**src/rtl/led_seq_pkg.sv**
```systemverilog
// Shared mode and direction encodings for the LED pattern sequencer family.
package led_seq_pkg;

    localparam logic [1:0] MODE_ROT_L  = 2'b00;
    localparam logic [1:0] MODE_ROT_R  = 2'b01;
    localparam logic [1:0] MODE_BOUNCE = 2'b10;
    localparam logic [1:0] MODE_HOLD   = 2'b11;

    localparam logic DIR_LEFT  = 1'b0;
    localparam logic DIR_RIGHT = 1'b1;

endpackage

```
**src/rtl/tick_prescaler.sv**
```systemverilog
// Free-running step prescaler: raises terminal once every TICK_DIV enabled cycles.
// Dropping en clears the count so a resumed run always gets a full period.
module tick_prescaler #(
    parameter int TICK_DIV = 100_000_000
) (
    input  logic clk,
    input  logic reset,
    input  logic en,
    output logic terminal
);

    localparam int CW = (TICK_DIV > 1) ? $clog2(TICK_DIV) : 1;
    localparam logic [CW-1:0] LAST = CW'(TICK_DIV - 1);

    logic [CW-1:0] r_count;
    logic          w_last;

    assign w_last   = (r_count == LAST);
    assign terminal = en & w_last;

    always_ff @(posedge clk or posedge reset) begin
        if (reset) begin
            r_count <= '0;
        end else if (!en || w_last) begin
            r_count <= '0;
        end else begin
            r_count <= r_count + CW'(1);
        end
    end

endmodule

```
**src/rtl/led_pattern_sequencer.sv**
```systemverilog
// LED pattern engine: rotate-left/right, bounce and hold, stepped by an internal
// prescaler while enabled or by step_req rising edges while paused.
module led_pattern_sequencer
    import led_seq_pkg::*;
#(
    parameter int                  LED_BITS     = 4,
    parameter int                  TICK_DIV     = 100_000_000,
    parameter logic [LED_BITS-1:0] INIT_PATTERN = LED_BITS'(1)
) (
    input  logic                clk,
    input  logic                reset,
    input  logic                en,
    input  logic [1:0]          mode,
    input  logic                step_req,
    output logic [LED_BITS-1:0] led,
    output logic                tick,
    output logic                dir
);

    logic [LED_BITS-1:0] r_led;
    logic                r_tick;
    logic                r_dir;
    logic                r_step_q;
    logic [1:0]          r_mode_q;

    logic                w_entry;
    logic                w_pre_en;
    logic                w_terminal;
    logic                w_step;
    logic [LED_BITS-1:0] w_led_nxt;
    logic                w_dir_nxt;

    assign w_entry = (mode == MODE_BOUNCE) && (r_mode_q != MODE_BOUNCE);

    // Holding the prescaler disabled for the entry cycle restarts its period.
    assign w_pre_en = en & ~w_entry;

    tick_prescaler #(
        .TICK_DIV (TICK_DIV)
    ) u_prescaler (
        .clk      (clk),
        .reset    (reset),
        .en       (w_pre_en),
        .terminal (w_terminal)
    );

    assign w_step = (en & w_terminal) | (~en & step_req & ~r_step_q);

    always_comb begin
        w_led_nxt = r_led;
        w_dir_nxt = r_dir;
        case (mode)
            MODE_ROT_L: w_led_nxt = {r_led[LED_BITS-2:0], r_led[LED_BITS-1]};
            MODE_ROT_R: w_led_nxt = {r_led[0], r_led[LED_BITS-1:1]};
            MODE_BOUNCE: begin
                if (r_dir == DIR_LEFT) begin
                    if (r_led[LED_BITS-1]) begin
                        w_led_nxt = r_led >> 1;
                        w_dir_nxt = DIR_RIGHT;
                    end else begin
                        w_led_nxt = r_led << 1;
                    end
                end else begin
                    if (r_led[0]) begin
                        w_led_nxt = r_led << 1;
                        w_dir_nxt = DIR_LEFT;
                    end else begin
                        w_led_nxt = r_led >> 1;
                    end
                end
            end
            default: w_led_nxt = r_led;
        endcase
    end

    always_ff @(posedge clk or posedge reset) begin
        if (reset) begin
            r_led    <= INIT_PATTERN;
            r_tick   <= 1'b0;
            r_dir    <= DIR_LEFT;
            r_step_q <= 1'b0;
            r_mode_q <= MODE_ROT_L;
        end else begin
            r_step_q <= step_req;
            r_mode_q <= mode;
            if (w_entry) begin
                r_led  <= LED_BITS'(1);
                r_dir  <= DIR_LEFT;
                r_tick <= 1'b0;
            end else if (w_step) begin
                r_led  <= w_led_nxt;
                r_dir  <= w_dir_nxt;
                r_tick <= 1'b1;
            end else begin
                r_tick <= 1'b0;
            end
        end
    end

    assign led  = r_led;
    assign tick = r_tick;
    assign dir  = r_dir;

endmodule

```
**config.mk**
```make
export PLATFORM = sky130hd
export DESIGN_NAME = led_pattern_sequencer
export DESIGN_NICKNAME = d
export VERILOG_FILES = /design/src/rtl/led_seq_pkg.sv /design/src/rtl/tick_prescaler.sv /design/src/rtl/led_pattern_sequencer.sv
export SDC_FILE = /design/constraint.sdc
export NUM_CORES = 1
export LEC_CHECK = 0
export ABC_AREA = 1
export BUFFER_PORTS_ARGS = -buffer_cell sky130_fd_sc_hd__buf_2
export CAP_MARGIN = 10
export CORE_ASPECT_RATIO = 0.9
export CORE_MARGIN = 4
export CORE_UTILIZATION = 60
export CTS_CLUSTER_DIAMETER = 80
export CTS_CLUSTER_SIZE = 20
export DETAILED_ROUTE_END_ITERATION = 16
export HOLD_SLACK_MARGIN = 0.15
export PLACE_DENSITY_LB_ADDON = 0.1
export SLEW_MARGIN = 40
export SYNTH_ARGS = -nofsm -noshare
export SYNTH_HDL_FRONTEND = slang
export SYNTH_SLANG_ARGS = --single-unit
```
**constraint.sdc**
```tcl
create_clock -name clk -period 2.9 [get_ports clk]
set_input_delay 0.87 -clock clk [delete_from_list [all_inputs] [get_ports clk]]
set_output_delay 0.87 -clock clk [all_outputs]
set_load 0.03 [all_outputs]
```
# Word level (Yosys, flattened, before mapping)
# Index checks and enable logic that the tools add are counted.
[word_totals] reg_bits=36 latchBits=0 ram_bits=0 romBits=0 in_bits=6 out_inout_bits=6 wordCells=44 memories=0
[classes] add_sub_neg=1 multipliers=0 div=0 n_lt_le_gt_ge=0 eq_ne=4 shift=0 n_mux=15 n_bitwise=9 n_reduce_logical=9
[op_table] op="$add A27 B1 Y27 const B" n=1
[op_table] op="$eq A27 B27 Y1 const B" n=1
[op_table] op="$mux W27" n=1
[op_table] op="$mux W4" n=5
[op_table] op="$pmux W4 S3" n=1
[op_table] op="$mux W1" n=8
[op_table] op="$and A1 B1 Y1" n=5
[op_table] op="$reduce_and A2 Y1" n=2
[op_table] op="$reduce_bool A2 Y1" n=2
[op_table] op="$reduce_bool A4 Y1" n=1
[op_table] op="$not A1 Y1" n=3
[op_table] op="$eq A2 B1 Y1 const B" n=1
[op_table] op="$eq A2 B2 Y1 const B" n=1
[op_table] op="$logic_not A2 Y1" n=1
[op_table] op="$ne A2 B2 Y1 const B" n=1
[op_table] op="$logic_and A1 B1 Y1" n=1
[op_table] op="$logic_not A1 Y1" n=1
[op_table] op="$logic_or A1 B1 Y1" n=1
[op_table] op="$or A1 B1 Y1" n=1

# Longest topological paths before layout
[depth] ltp_word=9 depth_mapped=10 ltp_nobuf=10

# Hierarchy
# Synthesis repeated with hierarchy kept, for this count alone.
[hier_totals] hier_cells=311 hier_area_um2=2173.3
[modules_own_cells] module="tick_prescaler" n_inst=1 cells_per_inst=232 area_each_um2=1602.8 seq_area_each_um2=675.6
[modules_own_cells] module="led_pattern_sequencer" n_inst=1 cells_per_inst=79 area_each_um2=570.5 seq_area_each_um2=226.5

# Worst setup path before layout
# Ideal clock, no wire load.
[synth_path] kind="in2reg" start="input mode[0]" end="register r_led[3], in the netlist led[3]" setup_time_ns=0.065 arrival_ns=1.886 t_required_ns=2.835 setup_slack_ns=0.949 path_stages=10 n_path_buf=0 path_cell_list="inv_1 -> ha_1 -> inv_1 -> a21oi_2 -> nor2_1 -> nand3_2 -> nand3_2 -> nand2_2 -> nand2_1 -> nand2_1"
[synth_between] elab_chain_len=9 elab_cells_between_ends=15 classes_between="eq/ne (2); mux (3); bitwise (5); reduce/logical (5)"
[synth_lines] item="start, declared" line="led_pattern_sequencer.sv:13" source="input logic [1:0] mode,"
[synth_lines] item="$eq A2 B2 Y1" line="led_pattern_sequencer.sv:33, led_pattern_sequencer.sv:52"
[synth_lines] item="$logic_and A1 B1 Y1" line="led_pattern_sequencer.sv:33" source="assign w_entry = (mode == MODE_BOUNCE) && (r_mode_q != MODE_BOUNCE);"
[synth_lines] item="$not A1 Y1" line="led_pattern_sequencer.sv:36" source="assign w_pre_en = en & ~w_entry;"
[synth_lines] item="$and A1 B1 Y1" line="led_pattern_sequencer.sv:36"
[synth_lines] item="$and A1 B1 Y1" line="tick_prescaler.sv:19" source="assign terminal = en & w_last;"
[synth_lines] item="$and A1 B1 Y1" line="led_pattern_sequencer.sv:47" source="assign w_step = (en & w_terminal) | (~en & step_req & ~r_step_q);"
[synth_lines] item="$or A1 B1 Y1" line="led_pattern_sequencer.sv:47"
[synth_lines] item="$reduce_bool A2 Y1 (no line)"
[synth_lines] item="$reduce_and A2 Y1 (no line)"
[synth_lines] item="end signal, assigned" line="led_pattern_sequencer.sv:91" source="r_led <= w_led_nxt;"
[synth_lines] item="end, declared" line="led_pattern_sequencer.sv:20" source="logic [LED_BITS-1:0] r_led;"
# Several ways; a longest one is shown, not always the timed one. The select of a mux whose other input is x is not followed.
# A chain may end at the register's enable or synchronous reset.

# Final worst setup path
[layout_path] start="input mode[0]" end="register u_prescaler.r_count[21]"
[layout_between] elab_chain_len=7
[layout_lines] item="$eq A2 B2 Y1" line="led_pattern_sequencer.sv:33"
[layout_lines] item="$logic_and A1 B1 Y1" line="led_pattern_sequencer.sv:33"
[layout_lines] item="$not A1 Y1" line="led_pattern_sequencer.sv:36"
[layout_lines] item="$and A1 B1 Y1" line="led_pattern_sequencer.sv:36"
[layout_lines] item="$logic_not A1 Y1" line="tick_prescaler.sv:24" source="end else if (!en || w_last) begin"
[layout_lines] item="$logic_or A1 B1 Y1" line="tick_prescaler.sv:24"
[layout_lines] item="$mux W27" line="tick_prescaler.sv:24"
[layout_lines] item="end signal, assigned" line="tick_prescaler.sv:27" source="r_count <= r_count + CW'(1);"
[layout_lines] item="end, declared" line="tick_prescaler.sv:15" source="logic [CW-1:0] r_count;"
# Every way passes these cells.

==> impl_metrics.env <==
export IMPL_hold_viol=0
export IMPL_tightest_slew_ps=508
export IMPL_critPathLaunch="mode[0]"
export IMPL_layout_nets=293
export IMPL_cts_resized_gates=0
export IMPL_reg2reg_from="u_prescaler.r_count[0]"
export IMPL_io_pins=12
export IMPL_r2r_end="u_prescaler.r_count[21]"
export IMPL_synth_area_leader_cell="dfrtp_1"
export IMPL_power_switching_w=0.000256
export IMPL_die_width_microns=69.9
export IMPL_worstPathRequired_ps=3080
export IMPL_gr_total_overflow=0
export IMPL_synth_ff_type="dfrtp_1"
export IMPL_yosysSeqAreaShare_pct=43.7
export IMPL_crit_arrival_ps=2350
export IMPL_p_comb_share_pct=10.0
export IMPL_ir_drop_mv=0.361
export IMPL_avgViaCountPerCell=5.16
export IMPL_synth_edf_count=0
export IMPL_synth_common_cells="59 x nand2_1, 55 x nor2_1, 35 x dfrtp_1, 30 x inv_1, 18 x nand3_1"
export IMPL_ff2ff_setup_slack_ps=890
export IMPL_grt_pass1_vias=1603
export IMPL_hold_class="flop to flop"
export IMPL_yosysTopAreaCellShare_pct=42.4
export IMPL_period_minus_slack_ps=2180
export IMPL_track_usage_pct=21.0
export IMPL_drtIter0Drc=145
export IMPL_min_delay_path_depth=2
export IMPL_antenna_found_initial=0
export IMPL_fp_row_count=19
export IMPL_synth_area_leaders="dfrtp_1 42%, nand2_1 11%, nor2_1 10%, xor2_1 6.4%, inv_1 5.5%"
export IMPL_syn_nets=277
export IMPL_fillers=276
export IMPL_crit_type="primary input to flop"
export IMPL_period_share_pct=75.1
export IMPL_drv_cap=0
export IMPL_portBuffers=11
export IMPL_gp_congestion=0.943
export IMPL_drc=0
export IMPL_clkPwrFrac_pct=37.6
export IMPL_ys_warn_count=0
export IMPL_ys_seq_elements=36
export IMPL_p_int_w=0.000763
export IMPL_grt_max_degree=37
export IMPL_netlist_instances=266
export IMPL_coreArea_sq_um=3190
export IMPL_cp_end_kind="flop"
export IMPL_rr_worst_depth=9
export IMPL_start_kind="primary input"
export IMPL_max_freq_ghz=0.459
export IMPL_syn_area_per_cell_sq_um=7.77
export IMPL_drtAntennaViolNets=0
export IMPL_swShare_pct=25.1
export IMPL_cts_made_buffers=5
export IMPL_synthToLayoutAreaGrowth_pct=9.09
export IMPL_hpwl_mm=3.04
export IMPL_total_power_w=0.00102
export IMPL_dr_pass1_iters=4
export IMPL_die_h_microns=63.7
export IMPL_skew_ps=4.33
export IMPL_n_antenna_cell=0
export IMPL_ys_async_sr_fraction_pct=100
export IMPL_synth_most_common_cell="nand2_1"
export IMPL_wire_per_inst_microns=12.9
export IMPL_setup_slack_ps=722
export IMPL_slew_headroom_pct=66.0
export IMPL_clkSinkCount=36
export IMPL_route_vias_total=1676
export IMPL_drive_gt1_share_pct=11.3
export IMPL_dieArea_sq_um=4450
export IMPL_post_cts_buffers=0
export IMPL_initial_core_util_pct=64.8
export IMPL_hp_start="led[0]"
export IMPL_htreeDepth=2
export IMPL_ctsHoldBuffers=0
export IMPL_grt_pass1_wl_mm=7.45
export IMPL_status="finished clean"
export IMPL_finalSetupViolCount=0
export IMPL_post_place_ws_ps=418
export IMPL_clk_path_buf_depth=2
export IMPL_cts_tree="done"
export IMPL_ys_types=24
export IMPL_finalSetupTns_ps=0
export IMPL_hold_path_end="led[0]"
export IMPL_clkTransAtPathRegs_ps=70
export IMPL_syn_area_sq_um=2070
export IMPL_leakagePower_nw=1.01
export IMPL_clock_latency_ps=280
export IMPL_cts_root_buf="clkbuf_8"
export IMPL_power_density_nw_per_um2=452
export IMPL_path_max_fanout=27
export IMPL_rsz0062_at_grt="false"
export IMPL_p_seq_share_pct=52.4
export IMPL_slew_viol_final=0
export IMPL_wirelength_mm=4.19
-- how the worst max path moves through the flow --
stage | cells after the start | slack [ps] | to
after floorplan | 10 | 950 | led[3]
after global placement | 9 | 480 | u_prescaler.r_count[21]
after detailed placement | 9 | 420 | u_prescaler.r_count[21]
after CTS | 9 | 710 | u_prescaler.r_count[21]
after global routing | 9 | 570 | u_prescaler.r_count[21]
final | 9 | 720 | u_prescaler.r_count[21]
-- kinds of logic after synthesis --
kind of cell    synth area share, %
simple gates                   34.7
fa+ha+maj                      3.03
buf+inv                        6.78
xor+xnor                       8.48
flops                          43.7
compound gates                 3.33
-- critical path, stage by stage --
cell and delay (ps):
buf_2 120, inv_1 80, ha_1 170, inv_1 70, a21oi_2 270, nor2_1 130
nand2_2 410, o21bai_1 180, nor2_1 50
-- power groups by stage --
stage                     Clock, W  Combinational, W  Sequential, W
final                     0.000382          0.000102       0.000534
after floorplan                  0         0.0000592       0.000555
after global placement           0          0.000101       0.000541
after global routing      0.000418          0.000118       0.000537
after detailed placement         0          0.000102       0.000542
after CTS                 0.000389          0.000103       0.000533
-- cell usage in the layout (no fill, tap or decap) --
cell and n:
a21oi_1 5, a21oi_2 2, buf_2 11, buf_4 1
clkbuf_1 1, clkbuf_8 7, dfrtp_1 35, dfstp_2 1
ha_1 5, inv_1 30, nand2_1 59, nand2_2 4
nand3_1 18, nand3_2 2, nand3b_1 3, nand4_1 7
nor2_1 55, nor2_2 2, nor2_4 2, nor3_1 6
nor3b_1 3, o2111ai_1 1, o21ai_0 2, o21bai_1 1
xnor2_1 5, xor2_1 15
-- registers in the layout, indices dropped and copies added, names as in the netlist --
signal and cells:
dir 1, r_mode_q 2, tick 1, r_step_q 1
u_prescaler.r_count 27, led 4
-- routing by layer --
layer,vias to the layer above,GRT usage [%],share of wire [%]
li1,862,-,-
met3,4,5.09,6.3
met4,0,4.31,0.86
met2,39,31.3,42
met5,-,0,0
met1,771,30.9,50
-- metrics by stage --
step | std cells | instance area [sq um] | hold slack (ps) | utilization, %
detailed placement | 317 | 2150 | 516 | 67.6
CTS | 325 | 2250 | 526 | 70.7
floorplan | 266 | 2070 | 469 | -
global placement | 317 | 2150 | 497 | 67.6
finish | 325 | 2250 | 523 | 70.7
global route | 325 | 2250 | 545 | 70.7
-- final cells by class --
type	instances	area (sq um)	share of cell area, %
sequential	36	902	40.0
tap	42	52.6	2.33
multi-input combinational	197	1020	45.4
clock buffer	8	100	4.44
inverter	30	113	5.00
timing repair buffer	12	62.6	2.78
(Power assumes the default switching activity.)
